[src/rtl/fcmp_pkg.sv]
// ============================================================================
// Module : fcmp_pkg
// Brief  : Shared FloPoCo 8/23 float types, exception codes and slot states.
// Rev    : 1.0  initial release
// ============================================================================
`default_nettype none

package fcmp_pkg;

    localparam int FP_W = 34;

    localparam logic [1:0] EXC_ZERO   = 2'b00;
    localparam logic [1:0] EXC_NORMAL = 2'b01;
    localparam logic [1:0] EXC_INF    = 2'b10;
    localparam logic [1:0] EXC_NAN    = 2'b11;

    typedef struct packed {
        logic [1:0]  exc;
        logic        sign;
        logic [7:0]  exp;
        logic [22:0] frac;
    } fp34_t;

    typedef enum logic [0:0] {
        SLOT_EMPTY = 1'b0,
        SLOT_FULL  = 1'b1
    } slot_state_t;

    // Unsigned magnitude key; zero and infinity ignore exp/frac so that all
    // zeros and all same-signed infinities compare equal.
    function automatic logic [32:0] fp_mag_key(input fp34_t v);
        logic [32:0] key;
        key = '0;
        case (v.exc)
            EXC_NORMAL: key = {EXC_NORMAL, v.exp, v.frac};
            EXC_INF:    key = {EXC_INF, 31'd0};
            default:    key = '0;
        endcase
        return key;
    endfunction

endpackage

`default_nettype wire

[src/rtl/fcmplt.sv]
// ============================================================================
// Module : fcmplt
// Brief  : Combinational FloPoCo 8/23 float less-than with unordered flag.
// Rev    : 1.0  initial release
// ============================================================================
`default_nettype none

module fcmplt
    import fcmp_pkg::*;
#(
    parameter int ID = 0
) (
    input  logic [FP_W-1:0] i_x,
    input  logic [FP_W-1:0] i_y,
    output logic            o_xlty,
    output logic            o_unordered
);

    fp34_t       w_x;
    fp34_t       w_y;
    logic [32:0] w_key_x;
    logic [32:0] w_key_y;
    logic        w_both_zero;

    // Instance id only tags the instance; a negative value is never legal.
    if (ID < 0) begin : g_id_guard
    end

    assign w_x         = fp34_t'(i_x);
    assign w_y         = fp34_t'(i_y);
    assign w_key_x     = fp_mag_key(w_x);
    assign w_key_y     = fp_mag_key(w_y);
    assign w_both_zero = (w_x.exc == EXC_ZERO) && (w_y.exc == EXC_ZERO);
    assign o_unordered = (w_x.exc == EXC_NAN) || (w_y.exc == EXC_NAN);

    always_comb begin
        o_xlty = 1'b0;
        if (!o_unordered && !w_both_zero) begin
            if (w_x.sign != w_y.sign) begin
                o_xlty = w_x.sign;
            end else if (w_x.sign) begin
                o_xlty = (w_key_x > w_key_y);
            end else begin
                o_xlty = (w_key_x < w_key_y);
            end
        end
    end

endmodule

`default_nettype wire

[src/rtl/fcmplt_rr_arbiter_pick.sv]
// ============================================================================
// Module : fcmplt_rr_pick
// Brief  : Combinational round-robin picker: first valid at or above ptr.
// Rev    : 1.0  initial release
// ============================================================================
`default_nettype none

module fcmplt_rr_pick #(
    parameter int NREQ = 4,
    parameter int IDW  = $clog2(NREQ)
) (
    input  logic [NREQ-1:0] i_valid,
    input  logic [IDW-1:0]  i_ptr,
    output logic [NREQ-1:0] o_grant,
    output logic [IDW-1:0]  o_idx,
    output logic            o_any
);

    always_comb begin : p_pick
        logic [IDW-1:0] w_j;
        o_grant = '0;
        o_idx   = '0;
        o_any   = 1'b0;
        w_j     = '0;
        for (int k = 0; k < NREQ; k++) begin
            w_j = IDW'((int'(i_ptr) + k) % NREQ);
            if (!o_any && i_valid[w_j]) begin
                o_any        = 1'b1;
                o_grant[w_j] = 1'b1;
                o_idx        = w_j;
            end
        end
    end

endmodule

`default_nettype wire

[src/rtl/fcmplt_rr_arbiter.sv]
// ============================================================================
// Module : fcmplt_rr_arbiter
// Brief  : Round-robin sharing of one fcmplt among NREQ requesters with a
//          single registered, id-tagged response slot.
//          Optional statistics counters under FCMPLT_ARB_STATS_EN.
// Rev    : 1.0  initial release
// ============================================================================
`default_nettype none

module fcmplt_rr_arbiter
    import fcmp_pkg::*;
#(
    parameter int NREQ = 4,
    parameter int WE   = 8,
    parameter int WF   = 23
`ifdef FCMPLT_ARB_STATS_EN
    ,
    parameter int CNTW = 16
`endif
) (
    input  logic                         clk,
    input  logic                         rst_n,
    input  logic [NREQ-1:0]              req_valid,
    output logic [NREQ-1:0]              req_ready,
    input  logic [NREQ*(WE+WF+3)-1:0]    req_x,
    input  logic [NREQ*(WE+WF+3)-1:0]    req_y,
    output logic                         rsp_valid,
    input  logic                         rsp_ready,
    output logic [$clog2(NREQ)-1:0]      rsp_id,
    output logic                         rsp_xlty,
    output logic                         rsp_unordered
`ifdef FCMPLT_ARB_STATS_EN
    ,
    output logic [NREQ*CNTW-1:0]         grant_cnt,
    output logic [CNTW-1:0]              unord_cnt
`endif
);

    localparam int c_fp_w = WE + WF + 3;
    localparam int c_idw  = $clog2(NREQ);

    slot_state_t        r_state;
    slot_state_t        w_state_nxt;
    logic               r_run;
    logic [c_idw-1:0]   r_ptr;
    logic [c_idw-1:0]   w_idx;
    logic [NREQ-1:0]    w_grant;
    logic               w_any;
    logic               w_accept;
    logic               w_xfer;
    logic [c_fp_w-1:0]  w_x;
    logic [c_fp_w-1:0]  w_y;
    logic               w_lt;
    logic               w_un;

    fcmplt_rr_pick #(
        .NREQ (NREQ),
        .IDW  (c_idw)
    ) u_pick (
        .i_valid (req_valid),
        .i_ptr   (r_ptr),
        .o_grant (w_grant),
        .o_idx   (w_idx),
        .o_any   (w_any)
    );

    assign w_accept  = r_run && ((r_state == SLOT_EMPTY) || rsp_ready);
    assign w_xfer    = w_accept && w_any;
    assign req_ready = {NREQ{w_accept}} & w_grant;
    assign rsp_valid = (r_state == SLOT_FULL);

    always_comb begin
        w_x = '0;
        w_y = '0;
        for (int i = 0; i < NREQ; i++) begin
            if (w_grant[i]) begin
                w_x = req_x[i*c_fp_w +: c_fp_w];
                w_y = req_y[i*c_fp_w +: c_fp_w];
            end
        end
    end

    fcmplt #(
        .ID (1)
    ) u_fcmplt (
        .i_x         (w_x),
        .i_y         (w_y),
        .o_xlty      (w_lt),
        .o_unordered (w_un)
    );

    always_ff @(posedge clk or negedge rst_n) begin
        if (!rst_n) begin
            r_state <= SLOT_EMPTY;
            r_run   <= 1'b0;
        end else begin
            r_state <= w_state_nxt;
            r_run   <= 1'b1;
        end
    end

    // A transfer in the same cycle as a pop overwrites the slot, keeping it FULL.
    always_comb begin
        w_state_nxt = r_state;
        case (r_state)
            SLOT_EMPTY: if (w_xfer) w_state_nxt = SLOT_FULL;
            SLOT_FULL:  if (rsp_ready && !w_xfer) w_state_nxt = SLOT_EMPTY;
            default:    w_state_nxt = SLOT_EMPTY;
        endcase
    end

    always_ff @(posedge clk or negedge rst_n) begin
        if (!rst_n) begin
            rsp_id        <= '0;
            rsp_xlty      <= 1'b0;
            rsp_unordered <= 1'b0;
            r_ptr         <= '0;
        end else if (w_xfer) begin
            rsp_id        <= w_idx;
            rsp_xlty      <= w_lt;
            rsp_unordered <= w_un;
            r_ptr         <= (w_idx == c_idw'(NREQ - 1)) ? '0 : w_idx + 1'b1;
        end
    end

`ifdef FCMPLT_ARB_STATS_EN
    logic [CNTW-1:0] r_unord_cnt;

    for (genvar g = 0; g < NREQ; g++) begin : g_grant_cnt
        logic [CNTW-1:0] r_cnt;
        always_ff @(posedge clk or negedge rst_n) begin
            if (!rst_n) begin
                r_cnt <= '0;
            end else if (req_ready[g] && req_valid[g] && (r_cnt != '1)) begin
                r_cnt <= r_cnt + 1'b1;
            end
        end
        assign grant_cnt[g*CNTW +: CNTW] = r_cnt;
    end

    always_ff @(posedge clk or negedge rst_n) begin
        if (!rst_n) begin
            r_unord_cnt <= '0;
        end else if (w_xfer && w_un && (r_unord_cnt != '1)) begin
            r_unord_cnt <= r_unord_cnt + 1'b1;
        end
    end

    assign unord_cnt = r_unord_cnt;
`endif

endmodule

`default_nettype wire
[config.mk]
export PLATFORM = sky130hd
export DESIGN_NAME = fcmplt_rr_arbiter
export DESIGN_NICKNAME = d
export VERILOG_FILES = /design/src/rtl/fcmp_pkg.sv /design/src/rtl/fcmplt.sv /design/src/rtl/fcmplt_rr_arbiter_pick.sv /design/src/rtl/fcmplt_rr_arbiter.sv
export SDC_FILE = /design/constraint.sdc
export NUM_CORES = 1
export LEC_CHECK = 0
export ABC_CLOCK_PERIOD_IN_PS = 7320
export BUFFER_PORTS_ARGS = -buffer_cell sky130_fd_sc_hd__buf_2
export CAP_MARGIN = 20
export CORE_AREA = 2 2 112 114
export CTS_CLUSTER_SIZE = 28
export DETAILED_ROUTE_END_ITERATION = 7
export DIE_AREA = 0 0 114 116
export GPL_TIMING_DRIVEN = 0
export HOLD_SLACK_MARGIN = 0.06
export PLACE_DENSITY = 0.64
export REMOVE_ABC_BUFFERS = 1
export SYNTH_ARGS = -nofsm -noshare
export SYNTH_HDL_FRONTEND = slang
export SYNTH_HIERARCHICAL = 1
export SYNTH_SLANG_ARGS = --single-unit
[constraint.sdc]
create_clock -name clk -period 7.32 [get_ports clk]
set_input_delay 1.098 -clock clk [delete_from_list [all_inputs] [get_ports clk]]
set_output_delay 1.098 -clock clk [all_outputs]
set_load 0.03 [all_outputs]
### Yosys cells after proc, flatten, opt, wreduce, memory -nomap -nowiden

Index checks and enable logic that the tools add are counted.

| word-level totals | value |
|---|---|
| bits in registers | 8 |
| bits in read-only memories | 0 |
| output and inout port bits | 9 |
| bits in latches | 0 |
| bits in writable memories | 0 |
| input bits | 279 |
| memories | 0 |

| operators by class | value |
|---|---|
| shifts and indexed selects | 0 |
| add/subtract/negate cells | 4 |
| reductions and logical operators | 22 |
| multiplexer cells | 45 |
| $lt $le $gt $ge | 10 |
| divide/modulo/power cells | 0 |
| $mul | 0 |
| bitwise operators | 5 |
| eq/ne operators | 8 |

Operators by type and width:

| kind | count |
|---|---|
| 2-to-1 mux 34 bit | 8 |
| one-hot mux 33 bit (2 select lines) | 2 |
| > comparator 33 bit | 1 |
| less-than comparator 33 bit | 1 |
| 2-to-1 mux 1 bit | 17 |
| 2-to-1 mux 4 bit | 4 |
| logical AND 1 bit | 12 |
| less-than comparator 2 x 3 -> 1 bit, second input constant | 4 |
| OR 4 bit | 3 |
| == test 2 bit, second input constant | 5 |
| 2-to-1 mux 2 bit | 5 |
| binary-select mux 1 bit (select 2 bit) | 4 |
| demux 1 bit (select 2 bit) | 4 |
| greater-or-equal comparator 2 x 1 -> 1 bit, second input constant | 4 |
| zero test 1 bit | 6 |
| adder 2 x 1 -> 2 bit, second input constant | 2 |
| adder 2 bit, second input constant | 2 |
| AND 4 bit | 1 |
| == test 2 x 1 -> 1 bit, second input constant | 2 |
| zero test 2 bit | 2 |
| logical OR 1 bit | 2 |
| one-hot mux 1 bit (2 select lines) | 1 |
| inequality test 1 bit | 1 |
| inverter 1 bit | 1 |

### Depth between registers and ports, before layout

| logic depth | value |
|---|---|
| word-level depth | 22 |
| mapped depth | 27 |
| depth with buffers taken out | 21 |

### By module

Netlist, hierarchy kept.

By module, submodules not included:

| module | area an instance (µm²) | seq. area each (µm²) | cells an instance | instances |
|---|---|---|---|---|
| fcmplt_rr_arbiter | 1839.3 | 200.2 | 272 | 1 |
| fcmplt | 1303.8 | 0.0 | 179 | 1 |
| fcmplt_rr_pick | 422.9 | 0.0 | 45 | 1 |

### Worst setup path before layout

No wires, ideal clock.

| timing | value |
|---|---|
| kind | input-to-reg |
| from | input req_valid[2] |
| to | register rsp_xlty |
| path slack | 1.568 ns |
| required time | 7.255 ns |
| cell stages on the path | 23 |
| buffers on the path | 4 |
| arrival time | 5.687 ns |
| path through | mux4_2 buf_6 and2b_2 a22oi_1 o21ai_0 nand2b_1 buf_4 buf_4 o22ai_1 a21oi_1 inv_1 ha_1 and2_1 clkbuf_1 nand2_1 ha_1 nand4_2 nor4_2 nand2_2 o221ai_2 o21ai_1 a2111oi_2 mux2_2 |

| between the ends | value |
|---|---|
| elaborated cells between the ends (all ways) | 55 |
| those cells by class | order compare (2); eq/ne (7); mux (29); bitwise (3); reduce/logical (14) |

RTL lines:

| what | line | RTL |
|---|---|---|
| from (decl) | fcmplt_rr_arbiter.sv:23 | `input logic [NREQ-1:0] req_valid,` |
| binary-select mux 1 bit (select 2 bit) | fcmplt_rr_arbiter_pick.sv:27 | `if (!o_any && i_valid[w_j]) begin` |
| 2-to-1 mux 1 bit (implied by the code) | fcmplt_rr_arbiter_pick.sv:27 |  |
| 2-to-1 mux 1 bit | fcmplt_rr_arbiter_pick.sv:27 |  |
| zero test 1 bit | fcmplt_rr_arbiter_pick.sv:27 |  |
| logical AND 1 bit | fcmplt_rr_arbiter_pick.sv:27 |  |
| 2-to-1 mux 1 bit | fcmplt_rr_arbiter_pick.sv:27 |  |
| zero test 1 bit | fcmplt_rr_arbiter_pick.sv:27 |  |
| logical AND 1 bit | fcmplt_rr_arbiter_pick.sv:27 |  |
| [... 4 more ...] | n/a |  |
| net w_grant[3] | fcmplt_rr_arbiter.sv:47 | `logic [NREQ-1:0] w_grant;` |
| [... 1 more ...] | n/a |  |
| net w_y[32] | fcmplt_rr_arbiter.sv:52 | `logic [c_fp_w-1:0] w_y;` |
| == test 2 bit or == test 2 x 1 -> 1 bit (tied branches) | fcmp_pkg.sv:34 | `case (v.exc)` |
| one-hot mux 33 bit (2 select lines) | fcmp_pkg.sv:34 |  |
| less-than comparator 33 bit or > comparator 33 bit (tied branches) | fcmplt.sv:44, fcmplt.sv:42 |  |
| 2-to-1 mux 1 bit | fcmplt.sv:41 | `end else if (w_x.sign) begin` |
| 2-to-1 mux 1 bit | fcmplt.sv:39 | `if (w_x.sign != w_y.sign) begin` |
| 2-to-1 mux 1 bit (*) | fcmplt.sv:38 | `if (!o_unordered && !w_both_zero) begin` |
| net w_lt | fcmplt_rr_arbiter.sv:53 | `logic w_lt;` |
| to (signal assigned) | fcmplt_rr_arbiter.sv:120 | `rsp_xlty <= w_lt;` |
| to (decl) | fcmplt_rr_arbiter.sv:30 | `output logic rsp_xlty,` |

The timed path passes the listed nets; every way through them passes the cells marked *. The select of a mux whose other input is x is not followed.
A chain may end at the register's enable or synchronous reset.

### Worst setup path after layout

| timing | value |
|---|---|
| from | input req_valid[2] |
| to | register rsp_xlty |

| between the ends | value |
|---|---|
| longest elaborated chain between the ends | 22 |
| elaborated cells between the ends (all ways) | 55 |
| those cells by class | order compare (2); eq/ne (7); mux (29); bitwise (3); reduce/logical (14) |

RTL lines:

| what | line |
|---|---|
| binary-select mux 1 bit (select 2 bit) | fcmplt_rr_arbiter_pick.sv:27 |
| 2-to-1 mux 1 bit (implied by the code) | fcmplt_rr_arbiter_pick.sv:27 |
| 2-to-1 mux 1 bit | fcmplt_rr_arbiter_pick.sv:27 |
| zero test 1 bit | fcmplt_rr_arbiter_pick.sv:27 |
| logical AND 1 bit | fcmplt_rr_arbiter_pick.sv:27 |
| 2-to-1 mux 1 bit | fcmplt_rr_arbiter_pick.sv:27 |
| zero test 1 bit | fcmplt_rr_arbiter_pick.sv:27 |
| logical AND 1 bit | fcmplt_rr_arbiter_pick.sv:27 |
| [... 4 more ...] | n/a |
| net w_grant[0] | fcmplt_rr_arbiter.sv:47 |
| [... 4 more ...] | n/a |
| net w_y[32] | fcmplt_rr_arbiter.sv:52 |
| == test 2 bit or == test 2 x 1 -> 1 bit (tied branches) | fcmp_pkg.sv:34 |
| one-hot mux 33 bit (2 select lines) | fcmp_pkg.sv:34 |
| less-than comparator 33 bit or > comparator 33 bit (tied branches) | fcmplt.sv:44, fcmplt.sv:42 |
| 2-to-1 mux 1 bit | fcmplt.sv:41 |
| 2-to-1 mux 1 bit | fcmplt.sv:39 |
| 2-to-1 mux 1 bit (*) | fcmplt.sv:38 |
| net w_lt | fcmplt_rr_arbiter.sv:53 |

Marks and branches as above.

==> results.sh <==
export IMPL_rr_startpoint="r_ptr[0]$_DFFE_PN0P_"
export IMPL_vias=4973
export IMPL_path_cells="buf_2 > mux4_1 > nor4b_4 > a22oi_1 > o21ai_0 > nor2b_4 > a22oi_1 > a21oi_1 > inv_1 > ha_1 > and2_1 > buf_16 > nand2_1 > ha_1 > nand4_2 > nor4_2 > nand2_2 > o221ai_2 > o21ai_1 > a2111oi_2 > mux2_2"
export IMPL_io_buffers=287
export IMPL_gp_congestion=0.8008
export IMPL_synth_seq_area_share_pct=5.614
export IMPL_slowest_delay_ns=0.76
export IMPL_grt_pass1_vias=4689
export IMPL_cts_tree="yes"
export IMPL_slew_viol_final=0
export IMPL_synthTopCellsByArea="ha_1, a22oi_1, o22ai_1, a21oi_1, and3_1"
export IMPL_worst_path_buf_inv=3
export IMPL_drtPass1Iterations=5
export IMPL_dieWidth_um=114
export IMPL_tns_ns=0
export IMPL_finish_utilization_pct=43.69
export IMPL_cts_root_buf="clkbuf_16"
export IMPL_fin_crit_sh_pct=93.24
export IMPL_relSlewSlack_pct=42.88
export IMPL_drc=0
export IMPL_cts_buffers=3
export IMPL_clockBufferDepth=2
export IMPL_path_clk_slew_ns=0.04
export IMPL_antenna_found_initial=1
export IMPL_synth_compound_area_share_pct=44.53
export IMPL_yosys_area_share_simple_pct=18.46
export IMPL_skew_ns=0.001230
export IMPL_crit_arrival_ns=6.99
export IMPL_status="finished, final reports clean"
export IMPL_syn_avg_cell_area_um2=7.189
export IMPL_avgRoutedWirePerCell_um=16.72
export IMPL_via_per_inst=5.569
export IMPL_wl_um=14930
export IMPL_ys_warn_count=6
export IMPL_ys_types=52
export IMPL_hold_violations=0
export IMPL_core_mm2=0.01191
export IMPL_worst_ep_required_time_ns=7.49
export IMPL_synthFlopType="dfrtp_1"
export IMPL_fillers=1289
export IMPL_synth_top_area_share_pct=17.19
export IMPL_dp_slack_ns=-0.01833
export IMPL_synth_mux_area_share_pct=5.649
export IMPL_fin_nets=1074
export IMPL_num_rows=40
export IMPL_crit_type="input pin to flop"
export IMPL_drt_iter0_drc=290
export IMPL_io_pins=288
export IMPL_grt_use_total_pct=20.38
export IMPL_critPathTopFamily="simple AND/OR/NAND/NOR gates"
export IMPL_maxCapViolations=0
export IMPL_fin_crit_ns=6.825
export IMPL_cp_startpoint="req_valid[2]"
export IMPL_ant_nets=0
export IMPL_synthXorXnorAreaFrac_pct=0
export IMPL_min_from="rsp_xlty$_DFFE_PN0P_"
export IMPL_synth_edf_count=0
export IMPL_start_util_pct=29.94
export IMPL_setup_ws_ns=0.4947
export IMPL_crit_slowest_cell="mux4_1"
export IMPL_finalSetupViolCount=0
export IMPL_rsz0062_at_grt="false"
export IMPL_dieArea_mm2=0.01322
export IMPL_worstSkewPairLatency_ns=0.23
export IMPL_clock_sinks=8
export IMPL_grt_pass1_wl_um=22400
export IMPL_async_reset_ff_share_pct=100.0
export IMPL_ys_ff_latch=8
export IMPL_path_max_fanout=29
export IMPL_synth_top_family_by_area="compound AO/OA/AOI/OAI gates"
export IMPL_dp_hpwl_um=11880
export IMPL_end_kind="flop"
export IMPL_tightest_slew_ns=0.8547
export IMPL_area_delta_synth_final_pct=45.93
export IMPL_crit_path_start_kind="input pin"
export IMPL_overflow=0
export IMPL_synth_largest_area_cell="ha_1"
export IMPL_die_y_um=116
export IMPL_syn_cell_area_mm2=0.003566
export IMPL_hp_class="flop to flop"
export IMPL_h_tree_depth=1
export IMPL_grt_max_degree=40
export IMPL_syn_inst=496
export IMPL_synth_fa_ha_area_share_pct=17.19
export IMPL_max_freq_mhz=146.5
export IMPL_drive_gt1_share_pct=44.22
[metal layers]
metal | global-route usage, % | routed length (um) | up-vias
met5 | 0 | 0 | -
met4 | 3.496 | 82 | 0
met3 | 2.197 | 806 | 8
met2 | 38.85 | 7716 | 182
met1 | 24.95 | 6322 | 2305
li1 | - | - | 2478
[layout by cell type (no fill, tap or decap), drive strengths merged, types with 11 or more instances in the layout]
cell type,count
o22ai,67
and3,35
ha,49
a21oi,82
buf,294
inv,14
a22oi,75
nand2,43
o21ai,11
[flip-flops by register name (all words and copies together), names as in the netlist]
register,flops
rsp_valid,1
rsp_unordered,1
r_ptr,2
rsp_id,2
rsp_xlty,1
r_run,1
[cells in the mapped netlist, types with 4 or more instances]
library cell and number:
a21oi_1 82, a22oi_1 75, and3_1 35, buf_2 16
buf_4 8, clkbuf_1 20, dfrtp_1 8, ha_1 49
inv_1 14, mux2_2 8, nand2_1 42, nand3_1 4
nand4_1 4, nand4_2 4, nor2_1 5, o21ai_0 8
o22ai_1 67
[layout make-up]
class	count	area (um2)	share of cell area, %
Multi-Input combinational cell	425	3095	59.49
Timing Repair Buffer	294	1592	30.58
Sequential cell	8	200.2	3.847
Tap cell	147	183.9	3.534
Clock buffer	3	75.07	1.443
Inverter	14	52.55	1.010
Antenna cell	2	5.005	0.09618
[worst paths after layout]
check	slack, ns	to	depth (start not counted)
setup / recovery	0.49	rsp_xlty$_DFFE_PN0P_	21
hold / removal	0.50	rsp_xlty$_DFFE_PN0P_	1
setup reg to reg	0.64	rsp_xlty$_DFFE_PN0P_	23
hold reg to reg	0.50	rsp_xlty$_DFFE_PN0P_	1
max in group asynchronous	6.45	rsp_id[0]$_DFFE_PN0P_	1
min in group asynchronous	0.71	rsp_unordered$_DFFE_PN0P_	1
[cell families after synthesis]
family                   count (synthesis)
AND/OR/NAND/NOR                        113
other                                    1
flip-flops                               8
buffers and inverters                   63
adder cells (fa/ha/maj)                 49
multiplexers                            13
AO/OA/AOI/OAI                          249
[repair_timing]
item	in CTS	in global routing
setup endpoints to repair	0	1
endpoints found under the hold margin	0	0
gates resized for setup	0	4
setup buffers	0	0
hold buffers	0	0
[per-stage QoR]
step / instance area, um2 / hold slack (ns) / cells
finish: 5204 / 0.5047 / 893
global route: 5201 / 0.5181 / 892
CTS: 5189 / 0.5072 / 891
detailed placement: 5114 / 0.4937 / 888
global placement: 4937 / 0.4865 / 881
floorplan: 3317 / 0.4992 / 447
Power is not shown: default switching activity piles up to over one toggle a cycle in this logic, so the estimate is an artifact.
